File: config.mk
export PLATFORM = sky130hd
export DESIGN_NAME = alu_mc
export DESIGN_NICKNAME = d
export VERILOG_FILES = /design/src/rtl/alu_pkg.sv /design/src/rtl/alu_iter_unit.sv /design/src/rtl/alu_mc.sv
export SDC_FILE = /design/constraint.sdc
export NUM_CORES = 1
export LEC_CHECK = 0
export ABC_AREA = 1
export BUFFER_PORTS_ARGS = -buffer_cell sky130_fd_sc_hd__buf_2
export CAP_MARGIN = 20
export CORE_ASPECT_RATIO = 1.5
export CORE_MARGIN = 8
export CORE_UTILIZATION = 55
export CTS_CLUSTER_SIZE = 25
export DETAILED_ROUTE_END_ITERATION = 10
export PLACE_DENSITY_LB_ADDON = 0.2
export SETUP_SLACK_MARGIN = 0.2
export SYNTH_ARGS = -nofsm -noshare
export SYNTH_HDL_FRONTEND = slang
export SYNTH_SLANG_ARGS = --single-unit
File: constraint.sdc
create_clock -name clk -period 4.4 [get_ports clk]
set_input_delay 0.88 -clock clk [delete_from_list [all_inputs] [get_ports clk]]
set_output_delay 0.88 -clock clk [all_outputs]
set_load 0.005 [all_outputs]
File: src/rtl/alu_pkg.sv
// Shared opcode constants, FSM state type and opcode classification helpers
// for the multi-cycle ALU.
package alu_pkg;

  localparam logic [4:0] OP_ADD = 5'h00;
  localparam logic [4:0] OP_SUB = 5'h01;
  localparam logic [4:0] OP_MUL = 5'h02;
  localparam logic [4:0] OP_DIV = 5'h03;
  localparam logic [4:0] OP_MOD = 5'h04;
  localparam logic [4:0] OP_CMP = 5'h05;
  localparam logic [4:0] OP_AND = 5'h06;
  localparam logic [4:0] OP_OR  = 5'h07;
  localparam logic [4:0] OP_NOT = 5'h08;
  localparam logic [4:0] OP_MOV = 5'h09;
  localparam logic [4:0] OP_LSL = 5'h0A;
  localparam logic [4:0] OP_LSR = 5'h0B;
  localparam logic [4:0] OP_ASR = 5'h0C;
  localparam logic [4:0] OP_NOP = 5'h0D;

  typedef enum logic [1:0] {
    ST_IDLE = 2'd0,
    ST_BUSY = 2'd1,
    ST_DONE = 2'd2
  } state_t;

  // Opcodes that need the iterative mul/div datapath
  function automatic logic is_iter_op(input logic [4:0] op);
    return (op == OP_MUL) || (op == OP_DIV) || (op == OP_MOD);
  endfunction

  // Opcodes that produce a quotient or remainder
  function automatic logic is_div_op(input logic [4:0] op);
    return (op == OP_DIV) || (op == OP_MOD);
  endfunction

endpackage

File: src/rtl/alu_iter_unit.sv
// Iterative datapath: shift-add multiply (low WIDTH bits of the product) and
// unsigned restoring division, one step per clock, WIDTH steps per operation.
// o_done pulses for one cycle after the final step.
module alu_iter_unit #(
  parameter int WIDTH = 32
) (
  input  logic             clk,
  input  logic             rst,
  input  logic             i_start,
  input  logic             i_op_div,
  input  logic [WIDTH-1:0] i_a,
  input  logic [WIDTH-1:0] i_b,
  output logic             o_done,
  output logic [WIDTH-1:0] o_product,
  output logic [WIDTH-1:0] o_quotient,
  output logic [WIDTH-1:0] o_remainder
);

  localparam int CW = (WIDTH > 1) ? $clog2(WIDTH) : 1;
  localparam logic [CW-1:0] CNT_LAST = CW'(WIDTH - 1);

  // r_acc: product accumulator / partial remainder
  // r_opa: shifted multiplicand / dividend-becoming-quotient
  // r_opb: shifted multiplier / divisor
  logic [WIDTH-1:0] r_acc;
  logic [WIDTH-1:0] r_opa;
  logic [WIDTH-1:0] r_opb;
  logic [CW-1:0]    r_cnt;
  logic             r_busy;
  logic             r_div;
  logic             r_done;

  logic [WIDTH:0]   w_rem_sh;
  logic [WIDTH:0]   w_diff;
  logic [WIDTH-1:0] w_acc_nxt;
  logic [WIDTH-1:0] w_opa_nxt;
  logic [WIDTH-1:0] w_opb_nxt;

  // Next-step values for one multiply or restoring-divide iteration
  always_comb begin
    w_rem_sh = {r_acc, r_opa[WIDTH-1]};
    w_diff   = w_rem_sh - {1'b0, r_opb};
    if (r_div) begin
      if (!w_diff[WIDTH]) begin
        w_acc_nxt = w_diff[WIDTH-1:0];
        w_opa_nxt = {r_opa[WIDTH-2:0], 1'b1};
      end else begin
        w_acc_nxt = w_rem_sh[WIDTH-1:0];
        w_opa_nxt = {r_opa[WIDTH-2:0], 1'b0};
      end
      w_opb_nxt = r_opb;
    end else begin
      if (r_opb[0]) begin
        w_acc_nxt = r_acc + r_opa;
      end else begin
        w_acc_nxt = r_acc;
      end
      w_opa_nxt = {r_opa[WIDTH-2:0], 1'b0};
      w_opb_nxt = {1'b0, r_opb[WIDTH-1:1]};
    end
  end

  // Load operands on start, then step until the iteration count is exhausted
  always_ff @(posedge clk) begin
    if (rst) begin
      r_acc  <= {WIDTH{1'b0}};
      r_opa  <= {WIDTH{1'b0}};
      r_opb  <= {WIDTH{1'b0}};
      r_cnt  <= {CW{1'b0}};
      r_busy <= 1'b0;
      r_div  <= 1'b0;
      r_done <= 1'b0;
    end else if (i_start) begin
      r_acc  <= {WIDTH{1'b0}};
      r_opa  <= i_a;
      r_opb  <= i_b;
      r_cnt  <= {CW{1'b0}};
      r_busy <= 1'b1;
      r_div  <= i_op_div;
      r_done <= 1'b0;
    end else if (r_busy) begin
      r_acc <= w_acc_nxt;
      r_opa <= w_opa_nxt;
      r_opb <= w_opb_nxt;
      r_cnt <= r_cnt + 1'b1;
      if (r_cnt == CNT_LAST) begin
        r_busy <= 1'b0;
        r_done <= 1'b1;
      end else begin
        r_done <= 1'b0;
      end
    end else begin
      r_done <= 1'b0;
    end
  end

  assign o_done      = r_done;
  assign o_product   = r_acc;
  assign o_quotient  = r_opa;
  assign o_remainder = r_acc;

endmodule

File: src/rtl/alu_mc.sv
// Multi-cycle ALU with valid/ready handshakes. One operation outstanding:
// IDLE accepts, BUSY computes (one cycle, or WIDTH+1 for mul/div/mod),
// DONE holds the result until the consumer takes it.
module alu_mc
  import alu_pkg::*;
#(
  parameter int WIDTH = 32,
  parameter int SHW   = $clog2(WIDTH)
) (
  input  logic             clk,
  input  logic             rst,
  input  logic             in_valid,
  output logic             in_ready,
  input  logic [4:0]       alusignal,
  input  logic [WIDTH-1:0] a,
  input  logic [WIDTH-1:0] b,
  output logic             out_valid,
  input  logic             out_ready,
  output logic [WIDTH-1:0] res,
  output logic [1:0]       flags,
  output logic             err
);

  state_t           r_state;
  logic [4:0]       r_op;
  logic [WIDTH-1:0] r_a;
  logic [WIDTH-1:0] r_b;
  logic [WIDTH-1:0] r_res;
  logic [1:0]       r_flags;
  logic             r_err;
  logic             r_out_valid;

  logic             w_start;
  logic             w_b_zero;
  logic             w_big;
  logic [SHW-1:0]   w_shamt;
  logic             w_use_iter;
  logic             w_iter_done;
  logic [WIDTH-1:0] w_product;
  logic [WIDTH-1:0] w_quotient;
  logic [WIDTH-1:0] w_remainder;
  logic [WIDTH-1:0] w_iter_res;
  logic [WIDTH-1:0] w_res;
  logic             w_err;
  logic             w_flags_upd;
  logic [1:0]       w_flags;

  assign in_ready = (r_state == ST_IDLE) && !rst;

  // A zero divisor never enters the iterative unit; it completes in one cycle
  assign w_start = in_valid && in_ready && is_iter_op(alusignal) &&
                   !(is_div_op(alusignal) && (b == {WIDTH{1'b0}}));

  assign w_b_zero   = (r_b == {WIDTH{1'b0}});
  assign w_big      = |(r_b >> SHW);
  assign w_shamt    = r_b[SHW-1:0];
  assign w_use_iter = is_iter_op(r_op) && !(is_div_op(r_op) && w_b_zero);

  alu_iter_unit #(.WIDTH(WIDTH)) u_iter (
    .clk         (clk),
    .rst         (rst),
    .i_start     (w_start),
    .i_op_div    (is_div_op(alusignal)),
    .i_a         (a),
    .i_b         (b),
    .o_done      (w_iter_done),
    .o_product   (w_product),
    .o_quotient  (w_quotient),
    .o_remainder (w_remainder)
  );

  // Select the iterative result matching the captured opcode
  always_comb begin
    if (r_op == OP_MUL) begin
      w_iter_res = w_product;
    end else if (r_op == OP_DIV) begin
      w_iter_res = w_quotient;
    end else begin
      w_iter_res = w_remainder;
    end
  end

  // Single-cycle result, error and flag update from the captured operands
  always_comb begin
    w_res       = {WIDTH{1'b0}};
    w_err       = 1'b0;
    w_flags_upd = 1'b0;
    w_flags     = 2'b00;
    case (r_op)
      OP_ADD: w_res = r_a + r_b;
      OP_SUB: w_res = r_a - r_b;
      OP_MUL: w_res = {WIDTH{1'b0}};
      OP_DIV: begin
        w_res = {WIDTH{1'b1}};
        w_err = 1'b1;
      end
      OP_MOD: begin
        w_res = r_a;
        w_err = 1'b1;
      end
      OP_CMP: begin
        w_flags_upd = 1'b1;
        if ($signed(r_a) == $signed(r_b)) begin
          w_flags = 2'b01;
        end else if ($signed(r_a) > $signed(r_b)) begin
          w_flags = 2'b10;
        end else begin
          w_flags = 2'b00;
        end
      end
      OP_AND: w_res = r_a & r_b;
      OP_OR:  w_res = r_a | r_b;
      OP_NOT: w_res = ~r_a;
      OP_MOV: w_res = r_b;
      OP_LSL: begin
        if (w_big) w_res = {WIDTH{1'b0}};
        else       w_res = r_a << w_shamt;
      end
      OP_LSR: begin
        if (w_big) w_res = {WIDTH{1'b0}};
        else       w_res = r_a >> w_shamt;
      end
      OP_ASR: begin
        if (w_big) w_res = {WIDTH{r_a[WIDTH-1]}};
        else       w_res = $unsigned($signed(r_a) >>> w_shamt);
      end
      OP_NOP: w_res = {WIDTH{1'b0}};
      default: begin
        w_err       = 1'b1;
        w_flags_upd = 1'b1;
        w_flags     = 2'b00;
      end
    endcase
  end

  // Control FSM with registered result, flags, error and out_valid
  always_ff @(posedge clk) begin
    if (rst) begin
      r_state     <= ST_IDLE;
      r_op        <= 5'h00;
      r_a         <= {WIDTH{1'b0}};
      r_b         <= {WIDTH{1'b0}};
      r_res       <= {WIDTH{1'b0}};
      r_flags     <= 2'b00;
      r_err       <= 1'b0;
      r_out_valid <= 1'b0;
    end else begin
      case (r_state)
        ST_IDLE: begin
          if (in_valid) begin
            r_op    <= alusignal;
            r_a     <= a;
            r_b     <= b;
            r_state <= ST_BUSY;
          end else begin
            r_state <= ST_IDLE;
          end
        end
        ST_BUSY: begin
          if (w_use_iter) begin
            if (w_iter_done) begin
              r_res       <= w_iter_res;
              r_err       <= 1'b0;
              r_out_valid <= 1'b1;
              r_state     <= ST_DONE;
            end else begin
              r_state <= ST_BUSY;
            end
          end else begin
            r_res       <= w_res;
            r_err       <= w_err;
            r_out_valid <= 1'b1;
            r_state     <= ST_DONE;
            if (w_flags_upd) begin
              r_flags <= w_flags;
            end else begin
              r_flags <= r_flags;
            end
          end
        end
        ST_DONE: begin
          if (out_ready) begin
            r_out_valid <= 1'b0;
            r_state     <= ST_IDLE;
          end else begin
            r_state <= ST_DONE;
          end
        end
        default: begin
          r_out_valid <= 1'b0;
          r_state     <= ST_IDLE;
        end
      endcase
    end
  end

  assign out_valid = r_out_valid;
  assign res       = r_res;
  assign flags     = r_flags;
  assign err       = r_err;

endmodule
==> metrics.md <==
| Metric | Value |
|---|---|
| Clock transition at path regs | 0.07 ns |
| Row count | 95 |
| R2r setup slk | 0.80 ns |
| Syn_area_per_cell | ~5.5 um^2 |
| Worst-Skew Late Latency | 0.53 ns |
| Worst slew margin | 21.3% |
| Vias in the first global route | 29970 |
| CP peak stage delay | 0.74 ns |
| Post-CTS Setup Bufs | 0 |
| Setup ws final | 0.795 ns |
| Most frequent CP cell | nand2_1 |
| Unique cell type count in the Yosys netlist | 51 |
| P&R area growth vs syn | 6.28% |
| DIE HEIGHT | roughly 280 um |
| Final Hold Viols | 0 |
| Fin. max-slew vios | 0 |
| Synth warnings | 0 |
| Layout cell share with drive strength beyond 1 | 5.34% |
| CP Class | reg2reg |
| Syn nets | 4769 |
| Cts bufs inserted | 21 |
| GRT overflow | 0 |
| Kind of end point of the critical path | flop |
| Core area | roughly 0.045 mm^2 |
| Nets | between 4000 and 5000 |
| Critical Path Sink | res[15] |
| Pin count of the biggest net entering global routing | 133 |
| First-pass GRT wire length | 176 mm |
| Iter 0 DRT Violations | between 3000 and 4000 |
| Clock sinks | 211 |
| Clock Tree Buf Depth | 3 |
| Vias per inst | between 6 and 7 |
| Period minus WS final | 3.60 ns |
| Residual DRC | 0 |
| Top-level port count | 110 |
| WP data required | 4.80 ns |
| Largest fanout on the critical path | 28 |
| Pre-CTS WS | roughly 1.1 ns |
| CTS tree | built |
| Chip Width | 189 um |
| DR vias | 31197 |
| Worst-path cell chain | clkinv_1, nand2_1, nand2_1, nand2_1, nand2_1, nand2_1, nand3_1, nand3_1, o21ai_0, nand2_1, nand3_1, o21ai_0, a21oi_1 |
| Initial core utilization | a little under three fifths |
| Asr flop ratio synth | 0% |
| Routed WL per cell | 23.5 um |
| Gpl congestion | roughly 1.1 |
| Cell family with most CP delay | simple AND/OR/NAND/NOR gates |
| DP Wirelength | 94.7 mm |
| FMAX | ~0.28 GHz |
| Detail Route Antenna Nets | 0 |
| Hold Crit Class | reg2reg |
| WP data arrival | 4.00 ns |
| Setup TNS Final | 0 ns |
| Total of max-cap violations | 0 |
| Die area | 0.0521 mm^2 |
| Crit path buf inv count | 1 |
| Top FF cell, synth | dfxtp_1 |
| Post-synth EDFFs | 0 |
| Worst r2r src | r_b[0] |
| PortBufs | 109 |
| CTS Root Cell | clkbuf_16 |
| Final wirelength | 120 mm |
| Worst reg2reg endpoint | res[15] |
| Tcrit/Tclk final | 81.9% |
| CTS resizes | 0 |
| Sequential cell area fraction in the yosys report | approximately 17% |
| RSZ-0062 raised after global routing | false |
| Post-Syn Area | 0.0247 mm^2 |
| Status | finished clean |
| Seq cells post-synth | 211 |
| Total GRT Usage | approximately 44% |
| Final setup viols | 0 |
| Cts hold-fix bufs | 0 |
| Initial antenna violation count | 8 |
| Worst reg-to-reg path cell count | 13 |
| Power per cell area | 293 mW/mm^2 |
| Worst-margin pin slew | 1.18 ns |
| Slowest CP cell | clkinv_1 |
| Static leakage | 13.7 nW |
| Startpoint class of the critical path | flop |
| DRT Pass-1 Iters | 8 |
| Fin Clk Skew | 0.0216 ns |
| Peak VDD IR | 0.000278 V |
| Cells after synthesis | 4522 |
| CTS H-Tree Depth | 1 |
| CP Depth | 13 |
| CP startpoint | r_b[0] |
where the power goes:
part	switching [mW]	leakage (nW)	internal [mW]	total, mW
clock	0.867	0.324	0.969	1.84
sequential	0.161	1.72	2.03	2.19
combinational	2.69	11.7	0.976	3.67
registers in the layout (all words and copies together), names as in the netlist:
register and cells:
flags 2, r_a 32, err 1, r_state 2, u_iter.o_done 1, u_iter.r_div 1
u_iter.o_quotient 32, u_iter.r_cnt 5, u_iter.r_busy 1, res 32, r_op 5, r_b 32
u_iter.r_opb 32, u_iter.o_product 32, out_valid 1
tightest hold or removal path, cell delays in order (launching register included):
cell and delay (ns):
dfxtp_1 0.31, nand2_1 0.06, a21oi_1 0.05
layout by cell type, fill, tap and decap left out, drive strengths merged, types with 69 or more instances in the layout:
master,count
dfxtp,211
inv,600
buf,158
ha,170
a21oi,351
nand3,586
o21ai,264
nor2,410
nand4,69
nand2,1374
per-layer routing:
| metal | share of wire [%] | GRT usage (%) |
|---|---|---|
| met1 | 33 | 43.0 |
| met3 | 8.4 | 9.52 |
| met2 | 47 | 77.2 |
| met5 | 0.037 | 0 |
| met4 | 11 | 43.5 |
synth_stat cells, types with 8 or more instances:
master | n | area [um^2]
nand2_1 | 1373 | 5150
dfxtp_1 | 211 | 4220
ha_1 | 170 | 2130
o21a_1 | 30 | 225
nand4_1 | 69 | 432
xor2_1 | 23 | 201
o21bai_1 | 17 | 128
o22ai_1 | 12 | 75.1
nand3b_1 | 15 | 113
a31oi_1 | 36 | 225
and2_1 | 11 | 68.8
a211oi_1 | 35 | 263
a21oi_1 | 350 | 1750
buf_2 | 33 | 165
inv_2 | 8 | 30.0
nor2_2 | 10 | 62.6
nand3_1 | 584 | 2920
nor3_1 | 35 | 175
o21ai_1 | 30 | 150
buf_1 | 19 | 71.3
a21o_1 | 9 | 67.6
inv_1 | 587 | 2200
o21ai_0 | 232 | 1160
o211ai_1 | 10 | 75.1
nor2_1 | 395 | 1480
clkbuf_1 | 146 | 548
worst min path at each step:
stage,cells after the start,to,slack [ns],from
2_1_floorplan,2,u_iter.r_cnt[4],0.45,u_iter.r_cnt[4]
3_3_place_gp,2,flags[1],0.45,flags[1]
3_5_place_dp,2,flags[0],0.46,flags[0]
4_1_cts,2,u_iter.r_cnt[4],0.47,u_iter.r_cnt[4]
5_1_grt,2,flags[1],0.49,flags[1]
6_report,2,u_iter.r_cnt[4],0.47,u_iter.r_cnt[4]
metrics by stage:
step / hold slack [ns] / std cells / utilization [%] / power, mW / instance area (um^2)
after floorplan: 0.445 / 4522 / - / 4.48 / 24700
after global placement: 0.451 / 5057 / 57.4 / 5.65 / 25600
after detailed placement: 0.458 / 5058 / 57.4 / 5.68 / 25600
after CTS: 0.469 / 5094 / 58.9 / 7.49 / 26300
after global routing: 0.491 / 5097 / 59.0 / 8.04 / 26300
final: 0.467 / 5100 / 59.0 / 7.69 / 26300
final cells by class:
type | count | area, um^2
Fill cell | 4814 | 18300
Multi-Input combinational cell | 3505 | 17400
Sequential cell | 211 | 4230
Inverter | 603 | 2270
Timing Repair Buffer | 158 | 946
Tap cell | 582 | 728
Clock buffer | 22 | 539
Clock inverter | 14 | 128
Antenna cell | 5 | 12.5
cells by family after synthesis:
group	share of synthesized area, %
AND/OR/NAND/NOR	43.1
buffers and inverters	12.5
AO/OA/AOI/OAI	17.3
flip-flops	17.1
adder cells (fa/ha/maj)	8.92
XOR/XNOR	1.03
multiplexers	0.0405
No activity file was read; power rests on OpenSTA's default activity.
